## src/rtl/sccb_pkg.sv

```systemverilog
// sccb_pkg: shared SCCB FSM states and default device ID.
package sccb_pkg;
    typedef enum logic [3:0] {
        IDLE, ID, ID_ACK, ADDR, ADDR_ACK, WDATA, WDATA_ACK, RDATA, RDATA_ACK, IGNORE
    } sccb_state_e;
    localparam logic [7:0] SCCB_DEFAULT_ID = 8'h60;
endpackage

```

## src/rtl/sccb_line_filter.sv

```systemverilog
// sccb_line_filter: 2-flop sync, FILTER-cycle stability filter and edge pulses for one bus line.
module sccb_line_filter #(
    parameter int FILTER = 3
) (
    input  logic clk,
    input  logic rst_n,
    input  logic din,
    output logic level,
    output logic rise,
    output logic fall
);
    localparam int CW = $clog2(FILTER + 1);
    logic [1:0]    sync;
    logic [CW-1:0] cnt;
    logic          prev;
    // Bus lines idle high through pull-ups, so reset to 1 to avoid a false edge.
    always_ff @(posedge clk or negedge rst_n) begin
        if (!rst_n) begin
            sync  <= 2'b11;
            cnt   <= '0;
            level <= 1'b1;
            prev  <= 1'b1;
        end else begin
            sync <= {sync[0], din};
            prev <= level;
            if (sync[1] == level) begin
                cnt <= '0;
            end else if (cnt == CW'(FILTER - 1)) begin
                level <= sync[1];
                cnt   <= '0;
            end else begin
                cnt <= cnt + 1'b1;
            end
        end
    end
    assign rise = level & ~prev;
    assign fall = ~level & prev;
endmodule

```

## src/rtl/sccb_responder.sv

```systemverilog
// sccb_responder: SCCB target decoding 3-phase/2-phase writes and 2-phase reads for a fixed ID.
module sccb_responder
    import sccb_pkg::*;
#(
    parameter logic [7:0] SID    = SCCB_DEFAULT_ID,
    parameter int         FILTER = 3
) (
    input  logic       clk,
    input  logic       rst_n,
    input  logic       sioc,
    input  logic       siod_i,
    output logic       siod_oe,
    output logic       wr_en,
    output logic [7:0] wr_addr,
    output logic [7:0] wr_data,
    output logic [7:0] rd_addr,
    input  logic [7:0] rd_data,
    output logic       rd_req,
    output logic       busy
);
    sccb_state_e state, state_n;
    logic [3:0]  cnt, cnt_n;
    logic [7:0]  shift, shift_n, ptr, ptr_n, byte_in, wr_addr_n, wr_data_n;
    logic        rw, rw_n, oe_n, wr_en_n, rd_req_n;
    logic        scl, scl_rise, scl_fall, sda, sda_rise, sda_fall, start, stop;

    sccb_line_filter #(.FILTER(FILTER)) u_scl (
        .clk(clk), .rst_n(rst_n), .din(sioc), .level(scl), .rise(scl_rise), .fall(scl_fall)
    );
    sccb_line_filter #(.FILTER(FILTER)) u_sda (
        .clk(clk), .rst_n(rst_n), .din(siod_i), .level(sda), .rise(sda_rise), .fall(sda_fall)
    );

    assign start   = sda_fall & scl;
    assign stop    = sda_rise & scl;
    assign byte_in = {shift[6:0], sda};
    assign rd_addr = ptr;
    assign busy    = state != IDLE;

    always_ff @(posedge clk or negedge rst_n) begin
        if (!rst_n) begin
            state   <= IDLE;
            cnt     <= '0;
            shift   <= '0;
            ptr     <= '0;
            rw      <= 1'b0;
            siod_oe <= 1'b0;
            wr_en   <= 1'b0;
            wr_addr <= '0;
            wr_data <= '0;
            rd_req  <= 1'b0;
        end else begin
            state   <= state_n;
            cnt     <= cnt_n;
            shift   <= shift_n;
            ptr     <= ptr_n;
            rw      <= rw_n;
            siod_oe <= oe_n;
            wr_en   <= wr_en_n;
            wr_addr <= wr_addr_n;
            wr_data <= wr_data_n;
            rd_req  <= rd_req_n;
        end
    end

    always_comb begin
        state_n   = state;
        cnt_n     = cnt;
        shift_n   = rd_req ? rd_data : shift;
        ptr_n     = ptr;
        rw_n      = rw;
        oe_n      = siod_oe;
        wr_en_n   = 1'b0;
        wr_addr_n = wr_addr;
        wr_data_n = wr_data;
        rd_req_n  = 1'b0;
        if (stop) begin
            state_n = IDLE;
            oe_n    = 1'b0;
        end else if (start) begin
            state_n = ID;
            cnt_n   = '0;
            oe_n    = 1'b0;
        end else if (scl_rise) begin
            if (state inside {ID, ADDR, WDATA}) begin
                shift_n = byte_in;
                cnt_n   = cnt + 4'd1;
            end
            if (state == RDATA) cnt_n = cnt + 4'd1;
            // Pointer and write commit happen on the 8th sampled bit so an abort after it still counts.
            if (state == ADDR && cnt == 4'd7) ptr_n = byte_in;
            if (state == WDATA && cnt == 4'd7) begin
                wr_en_n   = 1'b1;
                wr_addr_n = ptr;
                wr_data_n = byte_in;
            end
        end else if (scl_fall) begin
            case (state)
                ID: if (cnt == 4'd8) begin
                    cnt_n = '0;
                    if (shift[7:1] == SID[7:1]) begin
                        state_n  = ID_ACK;
                        oe_n     = 1'b1;
                        rw_n     = shift[0];
                        rd_req_n = shift[0];
                    end else begin
                        state_n = IGNORE;
                    end
                end
                ADDR: if (cnt == 4'd8) begin
                    cnt_n   = '0;
                    state_n = ADDR_ACK;
                    oe_n    = 1'b1;
                end
                WDATA: if (cnt == 4'd8) begin
                    cnt_n   = '0;
                    state_n = WDATA_ACK;
                    oe_n    = 1'b1;
                end
                ID_ACK: begin
                    state_n = rw ? RDATA : ADDR;
                    oe_n    = rw ? ~shift[7] : 1'b0;
                    cnt_n   = '0;
                end
                ADDR_ACK: begin
                    state_n = WDATA;
                    oe_n    = 1'b0;
                end
                WDATA_ACK: begin
                    state_n = IGNORE;
                    oe_n    = 1'b0;
                end
                RDATA: if (cnt == 4'd8) begin
                    state_n = RDATA_ACK;
                    oe_n    = 1'b0;
                end else begin
                    oe_n    = ~shift[6];
                    shift_n = {shift[6:0], 1'b0};
                end
                RDATA_ACK: state_n = IGNORE;
                default: ;
            endcase
        end
    end
endmodule

```

## config.mk

```make
export PLATFORM = sky130hd
export DESIGN_NAME = sccb_responder
export DESIGN_NICKNAME = d
export VERILOG_FILES = /design/src/rtl/sccb_pkg.sv /design/src/rtl/sccb_line_filter.sv /design/src/rtl/sccb_responder.sv
export SDC_FILE = /design/constraint.sdc
export NUM_CORES = 1
export LEC_CHECK = 0
export CAP_MARGIN = 20
export CORE_ASPECT_RATIO = 0.75
export CORE_MARGIN = 1.5
export CORE_UTILIZATION = 40
export CTS_CLUSTER_SIZE = 10
export DETAILED_ROUTE_END_ITERATION = 10
export PLACE_DENSITY = 0.62
export SLEW_MARGIN = 20
export SYNTH_ARGS = -nofsm -noshare
export SYNTH_HDL_FRONTEND = slang
export SYNTH_SLANG_ARGS = --single-unit
```

## constraint.sdc

```tcl
create_clock -name clk -period 3.5 [get_ports clk]
set_input_delay 0.525 -clock clk [delete_from_list [all_inputs] [get_ports clk]]
set_output_delay 0.525 -clock clk [all_outputs]
set_load 0.01 [all_outputs]
```

==> impl_metrics.yaml <==
final_layout:
  mostFrequentLayoutCells: "dfrtp_1 (48), clkdlybuf4s50_1 (38), mux2_2 (19)"
  fin_nets: 281
  drive_above_1_share_pct: 18.49
  layout_commonest_cell: "dfrtp_1"
  n_antenna_cell: 0
  fin_cells: 346
  areaGrowthSynthToFinish_pct: 19.74
synth:
  synth-main-ff-cell: "dfrtp_1"
  synth_warnings: 0
  synth_cells: 225
  async_reset_ff_share_pct: 100.0
  synth-edff-count: 0
  yosysSeqAreaShare_pct: 52.76
  synthDistinctLibCells: 52
  synth-seq-cells: 56
  synth.avg_cell_area_um2: 11.89
  synth_area_mm2: 0.002675
  syn-num-nets: 242
detailed_routing:
  wl_per_cell_um: 15.67
  routed_wl_mm: 5.421
  dr.pass1.iters: 4
  drcViolationCount: 0
  via_per_inst: 5.306
  vias: 1836
  drt.antenna.violating_nets: 0
  drtIter0Drc: 89
placement:
  dp_cells: 338
  dp_hpwl_mm: 3.907
  gp_congestion: 0.7908
  portBuffers: 39
  pre_cts_ws_ns: 1.334
floorplan:
  die-area_mm2: 0.007192
  io_pins: 40
  rows: 25
  die_w_um: 97.43
  die_h_um: 73.82
  start_util_pct: 41.92
  coreArea_mm2: 0.006381
clock_tree:
  clk_pin_slew_worst_paths_ns: 0.10
  cts_setup_buffers: 0
  cts_made_buffers: 5
  clk_latency_ns: 0.30
  ctsLongestPathBuffers: 2
  cts_tree: "built"
  clkSinkCount: 56
  cts_htree_levels: 2
  post_cts_resized: 0
  cts-root-buf: "clkbuf_8"
  cts_hold_buf: 0
sta:
  finClkSkew_ns: 0.007639
  fmax_ghz: 0.4058
  post-route-period-util_pct: 70.41
  grt_setup_unrepaired: "no"
  fin_hold_ws_ns: 0.2041
  setup_tns_ns: 0
  fin_ws_ns: 1.036
  timing.final.hold_violations: 0
  tightest_slew_ns: 0.5695
  relSlewSlack_pct: 61.69
  drv_slew: 0
  setup_violations: 0
  period_minus_slack_ns: 2.464
setup_path:
  critPathMaxFanout: 13
  worstSetupPathType: "reg -> out"
  critPathRequiredTime_ns: 2.97
  arrival_ns: 1.94
  rrSetupSlack_ns: 1.30
  cp-end-kind: "primary output"
  crit_path_start_kind: "flop"
global_routing:
  grt_pass1_wl_mm: 9.108
  grt_max_degree: 47
  grt_antenna_before_repair: 0
  grt_usage_pct: 16.07
  grt_pass1_vias: 1783
  overflow: 0
pwr:
  peakVddDrop_mv: 0.2580
  leakagePower_nw: 1.369
  p_per_area_mw_per_mm2: 501.1
run_status:
  outcome: "finished clean"
hold_path:
  hold_class: "in -> async"
job:
  maxCapViolCount: 0
[sequential cells by signal, summed over array words and instances (netlist names), 2 cells and up]
name,count
cnt,4
wr_addr,8
wr_data,8
u_scl.cnt,2
state,4
rd_addr,8
u_sda.cnt,2
shift,8
u_scl.sync,2
u_sda.sync,2
[synth_stat cells (3+ instances only)]
master,count,share of area [%]
nand4_1,3,0.70
nand3b_1,3,0.84
clkbuf_1,3,0.42
inv_1,12,1.7
dfrtp_1,48,45
nor2b_1,3,0.70
nand3_1,5,0.94
nor2_1,11,1.5
mux2_4,8,4.5
ha_1,5,2.3
dfstp_2,8,7.9
mux2_2,19,8.0
a21oi_1,14,2.6
buf_6,3,1.3
o21ai_0,6,1.1
mux2i_1,10,3.7
nand2_1,9,1.3
nor3_1,7,1.3
nand2b_1,4,0.94
[final cells by class]
type                            count  area, µm²
Inverter                           12      45.04
Clock buffer                        7      76.32
Sequential cell                    56       1411
Timing Repair Buffer               41      402.9
Tap cell                           81      101.3
Multi-Input combinational cell    148       1157
Clock inverter                      1      8.758
Fill cell                         602       3178
[power by group]
part,internal [mW],switching (mW),leakage (nW)
Sequential,0.747,0.118,0.713
Combinational,0.174,0.219,0.613
Clock,0.144,0.203,0.0424
Total,1.06,0.540,1.37
[worst max-delay path, cell delays in order (launching register included)]
cell and delay (ns):
dfrtp_1 0.53, or3_1 0.47, nand2b_1 0.16, clkdlybuf4s50_1 0.48
[path summary, 6_finish.rpt]
check	start	end	cells after the start
max	state[1]	busy	3
min	rst_n	u_sda.cnt[0]	1
max reg2reg	u_scl.level	rd_addr[2]	4
min reg2reg	u_scl.sync[0]	u_scl.sync[1]	0
max in group asynchronous	rst_n	rd_req	2
min in group clk	u_scl.sync[0]	u_scl.sync[1]	0
[kinds of logic after synthesis]
family	after synthesis	synth area share (%)
buffers and inverters	21	3.975
flip-flops	56	52.76
AO/OA/AOI/OAI	40	9.635
adder cells (fa/ha/maj)	5	2.339
XOR/XNOR	3	0.9824
multiplexers	37	16.23
AND/OR/NAND/NOR	63	14.08
[per-layer routing]
layer	GRT usage [%]	vias to the layer above	share of wire [%]
li1	-	890	-
met1	24.70	895	53
met2	22.38	44	41
met3	3.806	7	4.5
met4	4.603	0	1.3
met5	0	-	0
[per-stage QoR]
| stage | power, mW | utilization [%] | cell area [µm²] |
|---|---|---|---|
| 2_1_floorplan | 1.135 | - | 2675 |
| 3_5_place_dp | 1.268 | 48.82 | 3115 |
| 3_3_place_gp | 1.262 | 48.82 | 3115 |
| 6_report | 1.605 | 50.20 | 3203 |
| 4_1_cts | 1.620 | 50.16 | 3201 |
| 5_1_grt | 1.709 | 50.20 | 3203 |
No activity file was read; power rests on OpenSTA's default activity.
